### config.mk
export PLATFORM = sky130hd
export DESIGN_NAME = add4_accumulator
export DESIGN_NICKNAME = d
export VERILOG_FILES = /design/src/rtl/add4_accumulator.sv
export SDC_FILE = /design/constraint.sdc
export NUM_CORES = 1
export LEC_CHECK = 0
export CORE_MARGIN = 4
export CORE_UTILIZATION = 35
export DETAILED_ROUTE_END_ITERATION = 6
export PLACE_DENSITY_LB_ADDON = 0.3
export SLEW_MARGIN = 10
export SYNTH_ARGS = -nofsm -noshare
export SYNTH_HDL_FRONTEND = slang
export SYNTH_SLANG_ARGS = --single-unit
export TNS_END_PERCENT = 1
### constraint.sdc
create_clock -name clk -period 1.84 [get_ports clk]
set_input_delay 0.368 -clock clk [delete_from_list [all_inputs] [get_ports clk]]
set_output_delay 0.368 -clock clk [all_outputs]
set_load 0.005 [all_outputs]
### src/rtl/add4_accumulator.sv
// Sequencer for the 4-bit ripple adder: registers the operands, waits for the
// ripple chain to settle, then folds sum/carry back into the accumulator.
module add4_accumulator #(
    parameter int WIDTH         = 4,
    parameter int SETTLE_CYCLES = 2
) (
    input  logic             clk,
    input  logic             rst,
    input  logic             in_valid,
    output logic             in_ready,
    input  logic [1:0]       in_op,
    input  logic [WIDTH-1:0] in_data,
    output logic [WIDTH-1:0] add_a,
    output logic [WIDTH-1:0] add_b,
    output logic             add_cin,
    input  logic [WIDTH-1:0] add_sum,
    input  logic             add_cout,
    output logic [WIDTH-1:0] acc_out,
    output logic             carry_out,
    output logic             ovf_out,
    output logic             out_valid
);

    typedef enum logic {
        IDLE,
        SETTLE
    } state_t;

    localparam int         MSB      = WIDTH - 1;
    localparam logic [3:0] CNT_INIT = 4'(SETTLE_CYCLES - 1);

    localparam logic [1:0] OP_ADD   = 2'b00;
    localparam logic [1:0] OP_ADC   = 2'b01;
    localparam logic [1:0] OP_LOAD  = 2'b10;
    localparam logic [1:0] OP_CLEAR = 2'b11;

    state_t           state_q;
    logic [3:0]       cnt_q;
    logic [WIDTH-1:0] a_q;
    logic [WIDTH-1:0] b_q;
    logic             cin_q;
    logic [WIDTH-1:0] acc_q;
    logic             carry_q;
    logic             ovf_q;
    logic             valid_q;

    logic             accept;
    logic             ovf_d;

    assign in_ready = (state_q == IDLE);
    assign accept   = in_valid && in_ready;

    // Signed overflow: like-signed operands yielding an opposite-signed sum
    assign ovf_d = (a_q[MSB] == b_q[MSB]) && (add_sum[MSB] != a_q[MSB]);

    always_ff @(posedge clk or posedge rst) begin
        if (rst) begin
            state_q <= IDLE;
            cnt_q   <= '0;
            a_q     <= '0;
            b_q     <= '0;
            cin_q   <= 1'b0;
            acc_q   <= '0;
            carry_q <= 1'b0;
            ovf_q   <= 1'b0;
            valid_q <= 1'b0;
        end else begin
            valid_q <= 1'b0;
            case (state_q)
                IDLE: begin
                    if (accept) begin
                        case (in_op)
                            OP_ADD, OP_ADC: begin
                                a_q     <= acc_q;
                                b_q     <= in_data;
                                cin_q   <= (in_op == OP_ADC) ? carry_q : 1'b0;
                                cnt_q   <= CNT_INIT;
                                state_q <= SETTLE;
                            end
                            OP_LOAD: begin
                                acc_q   <= in_data;
                                carry_q <= 1'b0;
                                ovf_q   <= 1'b0;
                                valid_q <= 1'b1;
                            end
                            OP_CLEAR: begin
                                acc_q   <= '0;
                                carry_q <= 1'b0;
                                ovf_q   <= 1'b0;
                                valid_q <= 1'b1;
                            end
                            default: ;
                        endcase
                    end
                end
                SETTLE: begin
                    if (cnt_q != 4'd0) begin
                        cnt_q <= cnt_q - 4'd1;
                    end else begin
                        acc_q   <= add_sum;
                        carry_q <= add_cout;
                        ovf_q   <= ovf_d;
                        valid_q <= 1'b1;
                        state_q <= IDLE;
                    end
                end
                default: state_q <= IDLE;
            endcase
        end
    end

    assign add_a     = a_q;
    assign add_b     = b_q;
    assign add_cin   = cin_q;
    assign acc_out   = acc_q;
    assign carry_out = carry_q;
    assign ovf_out   = ovf_q;
    assign out_valid = valid_q;

endmodule

# --- After elaboration in Yosys (flattened, before gate mapping) ---
# Index checks and enable logic that the tools add are counted.
totals:
  ff_bits: 21
  wordCells: 55
classes:
  add_sub_neg: 1
  n_eq_ne: 11
  n_mux: 23
  bitwise_logic: 1
  n_reduce_logical: 10
ops:
  columns: ["cell", "count"]
  rows:
  - ["$pmux 4 s2", 3]
  - ["$mux 4", 5]
  - ["$reduce_and 3->1", 4]
  - ["$mux 1", 11]
  - ["$pmux 1 s2", 4]
  - ["$ne 2x1->1 const B", 3]
  - ["$eq 2x2->1 const B", 2]
  - ["$ne 2x2->1 const B", 2]
  - ["$reduce_bool 4->1", 1]
  - ["$reduce_or 2->1", 2]
  - ["$sub 4x1->4 const B", 1]
  - ["$ne 3x1->1 const B", 1]
  - ["$eq 2x1->1 const B", 1]
  - ["$logic_and 1x1->1", 2]
  - ["$logic_not 2->1", 1]
  - ["$eq 1x1->1", 1]
  - ["$ne 1x1->1", 1]
  - ["$not 1->1", 1]

# --- Depth between registers and ports, before layout ---
depth:
  ltp_word: 5
  depth_mapped: 6
  depth_no_buf: 6

# --- Worst setup path after synthesis ---
# OpenSTA, ideal clock, no wires.
synth_path:
  path_kind: "reg-to-reg"
  start: "register cnt_q[0]"
  end: "register acc_q[0] (netlist: acc_out[0])"
  setup_ns: 0.125
  arrival_ns: 1.346
  setup_slack_ns: 0.369
  stages_incl_launch_ff: 7
  synth_period_minus_slack_ns: 1.471
  path_cell_list: "dfrtp_1 > inv_1 > ha_1 > and4bb_4 > a31oi_4 > inv_2 > mux2_2"
synth_between:
  elab_chain_len: 3
synth_rtl:
  columns: ["element", "line", "text"]
  rows:
  - ["start, declared", "38", "logic [3:0] cnt_q;"]
  - ["start signal, assigned", "98", "cnt_q <= cnt_q - 4'd1;"]
  - ["$reduce_bool 4->1", "97", "if (cnt_q != 4'd0) begin"]
  - ["$ne 2x2->1 (no line)", null, null]
  - ["$reduce_and 3->1 (no line)", null, null]
  - ["end signal, assigned", "81", "acc_q <= in_data;"]
  - ["end signal, assigned", "100", "acc_q <= add_sum;"]
  - ["end, declared", "42", "logic [WIDTH-1:0] acc_q;"]
# No other way between the ends.
# A chain may end at the register's enable or synchronous reset.

# --- Worst setup path after layout ---
layout_path:
  start: "register state_q"
  end: "output port in_ready"
layout_between:
  elab_chain_len: 1
layout_rtl:
  columns: ["element", "line", "text"]
  rows:
  - ["start, declared", "37", "state_t state_q;"]
  - ["start signal, assigned", "58", "state_q <= IDLE;"]
  - ["start signal, assigned", "78", "state_q <= SETTLE;"]
  - ["start signal, assigned", "104", "state_q <= IDLE;"]
  - ["$not 1->1 (no line)", null, null]
  - ["end, declared", "10", "output logic in_ready,"]
# No other way between the ends.

==> results.ini <==
[outcome]
status = finished, final reports clean

[detailed_routing]
wl_per_cell_um = 13.1
wl_mm = 2.07
ant_nets = 0
num_vias = 754
drc = 0
drtPass1Iterations = 4
drt_iter0_drc = 20
vias_per_cell = 4.77

[hold_path]
holdCritPathClass = in2async

[yosys]
syn-cell-area_um2 = 947
synth_nets = 107
synth_compound_area_share_pct = 10.0
synthAdderAreaFrac_pct = 2.64
synth-xor-area-share_pct = 0
netlist_instances = 91
synth_cell_types = 20
synth_mux_area_share_pct = 7.93
synth_area_per_cell_um2 = 10.4
synth_top_family_by_area = simple AND/OR/NAND/NOR gates
yosys_warnings = 0
synth_seq_area_share_pct = 55.5
synth-seq-cells = 21
yosys.area_share.simple_pct = 20.3

[timing]
report.final.setup_viol = 0
finalHoldViolCount = 0
period_needed_ps = 1740
slew_violations = 0
final.period_utilization_pct = 94.6
rsz0062_at_grt = false
finClkSkew_ps = 12.3
tightest_slew_ps = 437
fmax_mhz = 574
maxSlewHeadroom_pct = 70.6

[cells_and_area]
fillerInstances = 244
stdcell_count = 158
multiInputGateArea_um2 = 388
diodes = 0
drive_gt1_share_pct = 14.8
seqCellArea_um2 = 527
final_net_count = 145
syn2layout_area_growth_pct = 41.9

[setup_path]
end_kind = output pin
crit_type = reg2out
cp_data_required_time_ps = 1470
worstPathArrival_ps = 1370
crit_path_max_fanout = 5
worstSetupStartpointType = flop

[cts]
clock-sinks = 21
cts_tree = built
clkSlewWorstSetupHoldPaths_ps = 120
cts_made_buffers = 3
htreeDepth = 1
cts-root-buf = clkbuf_4
cts.hold.buffers_added = 0
clk_latency_ps = 300
clock_path_buffers = 2

[floorplanning]
core_mm2 = 0.00252
io_pins = 31
die_h_um = 60.0
start_util_pct = 37.5
rows = 18
dieArea_mm2 = 0.00360
die_width_um = 60.0

[placed_design]
io_buffers = 30
place.gp.congestion = 0.706
dpl.hpwl_mm = 1.55
dp.cells = 151

[flow_run]
maxCapViolations = 0

[power]
power_leakage_nw = 0.638
total_power_w = 0.00203
powerDensity_mw_per_mm2 = 1510
max-vdd-ir-drop_uv = 887

[global_route]
antenna_found_initial = 0
grt_max_degree = 22
grt_pass1_vias = 749
grtUsageTotal_pct = 12.9
overflow = 0
grt_pass1_wl_mm = 3.44

## cell usage after synthesis
master	instances	share of area [%]
a21oi_1	1	0.53
a22o_1	6	5.5
ha_1	2	2.6
a31oi_4	1	2.2
buf_2	3	1.6
mux2i_1	3	3.2
nor3b_1	1	0.79
nor4b_1	1	0.92
and4bb_4	1	1.7
o21ai_0	2	1.1
nand2b_1	2	1.3
nor2_1	3	1.2
inv_1	4	1.6
inv_2	1	0.40
nand2_1	30	12
o22ai_1	1	0.66
nand3_1	3	1.6
or3b_2	1	0.92
mux2_2	4	4.8
dfrtp_1	21	55
## where the power goes
part / internal, W / total [W] / switching, W / leakage, nW
registers: 0.000674 / 0.000827 / 0.000154 / 0.263
logic: 0.000600 / 0.000982 / 0.000381 / 0.357
clock network: 0.0000809 / 0.000220 / 0.000139 / 0.0177
total: 0.00135 / 0.00203 / 0.000674 / 0.638
## metrics by stage
step           area, µm²  setup slack (ps)  hold slack (ps)  setup TNS [ps]  utilization [%]
3_5_place_dp        1290             -11.4              461           -11.4             51.2
5_1_grt             1340              21.3              455               0             53.3
4_1_cts             1320              2.17              409               0             52.4
2_1_floorplan        947               369              345               0                -
6_report            1340              99.1              398               0             53.3
3_3_place_gp        1290              18.2              463               0             51.2
## final timing paths
check | start | endpoint | slack [ps] | depth (start not counted)
max | state_q | in_ready | 100 | 2
min | rst | add_b[1] | 400 | 3
max reg2reg | cnt_q[0] | acc_out[2] | 250 | 6
min reg2reg | add_b[1] | add_b[1] | 500 | 2
max in group asynchronous | rst | state_q | 1200 | 3
min in group clk | add_b[1] | add_b[1] | 500 | 2
## worst max-delay path, stage by stage, from the launching register on
cell and delay (ps):
dfrtp_2 450, inv_1 120, clkdlybuf4s50_1 510
## area by class of cell
class / instances / area share [%]
inverter: 5 / 1.40
clock buffer: 3 / 1.68
timing repair buffer: 36 / 25.7
tap: 30 / 2.79
multi-input combinational: 62 / 28.9
sequential: 21 / 39.2
clock inverter: 1 / 0.372
## kinds of logic after synthesis
family / Yosys count
AO/OA/AOI/OAI: 11
adder cells (fa/ha/maj): 2
buffers and inverters: 8
flip-flops: 21
multiplexers: 7
AND/OR/NAND/NOR: 42
## state kept, by name, indices dropped and copies added, names as in the netlist
signal     cells
ovf_out        1
acc_out        4
add_cin        1
out_valid      1
add_a          4
carry_out      1
add_b          4
cnt_q          4
state_q        1
## metal layers
| metal | part of all wire, % | global-route usage, % |
|---|---|---|
| met3 | 5.3 | 3.24 |
| met2 | 47 | 18.7 |
| met4 | 1.2 | 5.70 |
| met1 | 47 | 18.1 |
| met5 | 0 | 0 |
## placed cells by master (no fill, tap or decap)
cell type        synthesis  final
nand2_1                 30     30
clkdlybuf4s50_1          0     30
dfrtp_1                 21     20
a22o_1                   6      6
buf_4                    0      6
inv_1                    4      4
mux2_2                   4      4
mux2i_1                  3      3
nand3_1                  3      3
nor2_1                   3      3
clkbuf_4                 0      3
nand2b_1                 2      2
o21ai_0                  2      2
ha_1                     2      2
and4bb_4                 1      1
a31oi_4                  1      1
nor3b_1                  1      1
or3b_2                   1      1
a21oi_1                  1      1
inv_2                    1      1
nor4b_1                  1      1
o22ai_1                  1      1
clkinv_2                 0      1
dfrtp_2                  0      1
## what timing repair did
action,4_1_cts,5_1_grt
setup buffers,0,3
hold endpoints to repair,0,0
endpoints found under the setup margin,1,1
gates resized for setup,1,0
(Power assumes the default switching activity.)
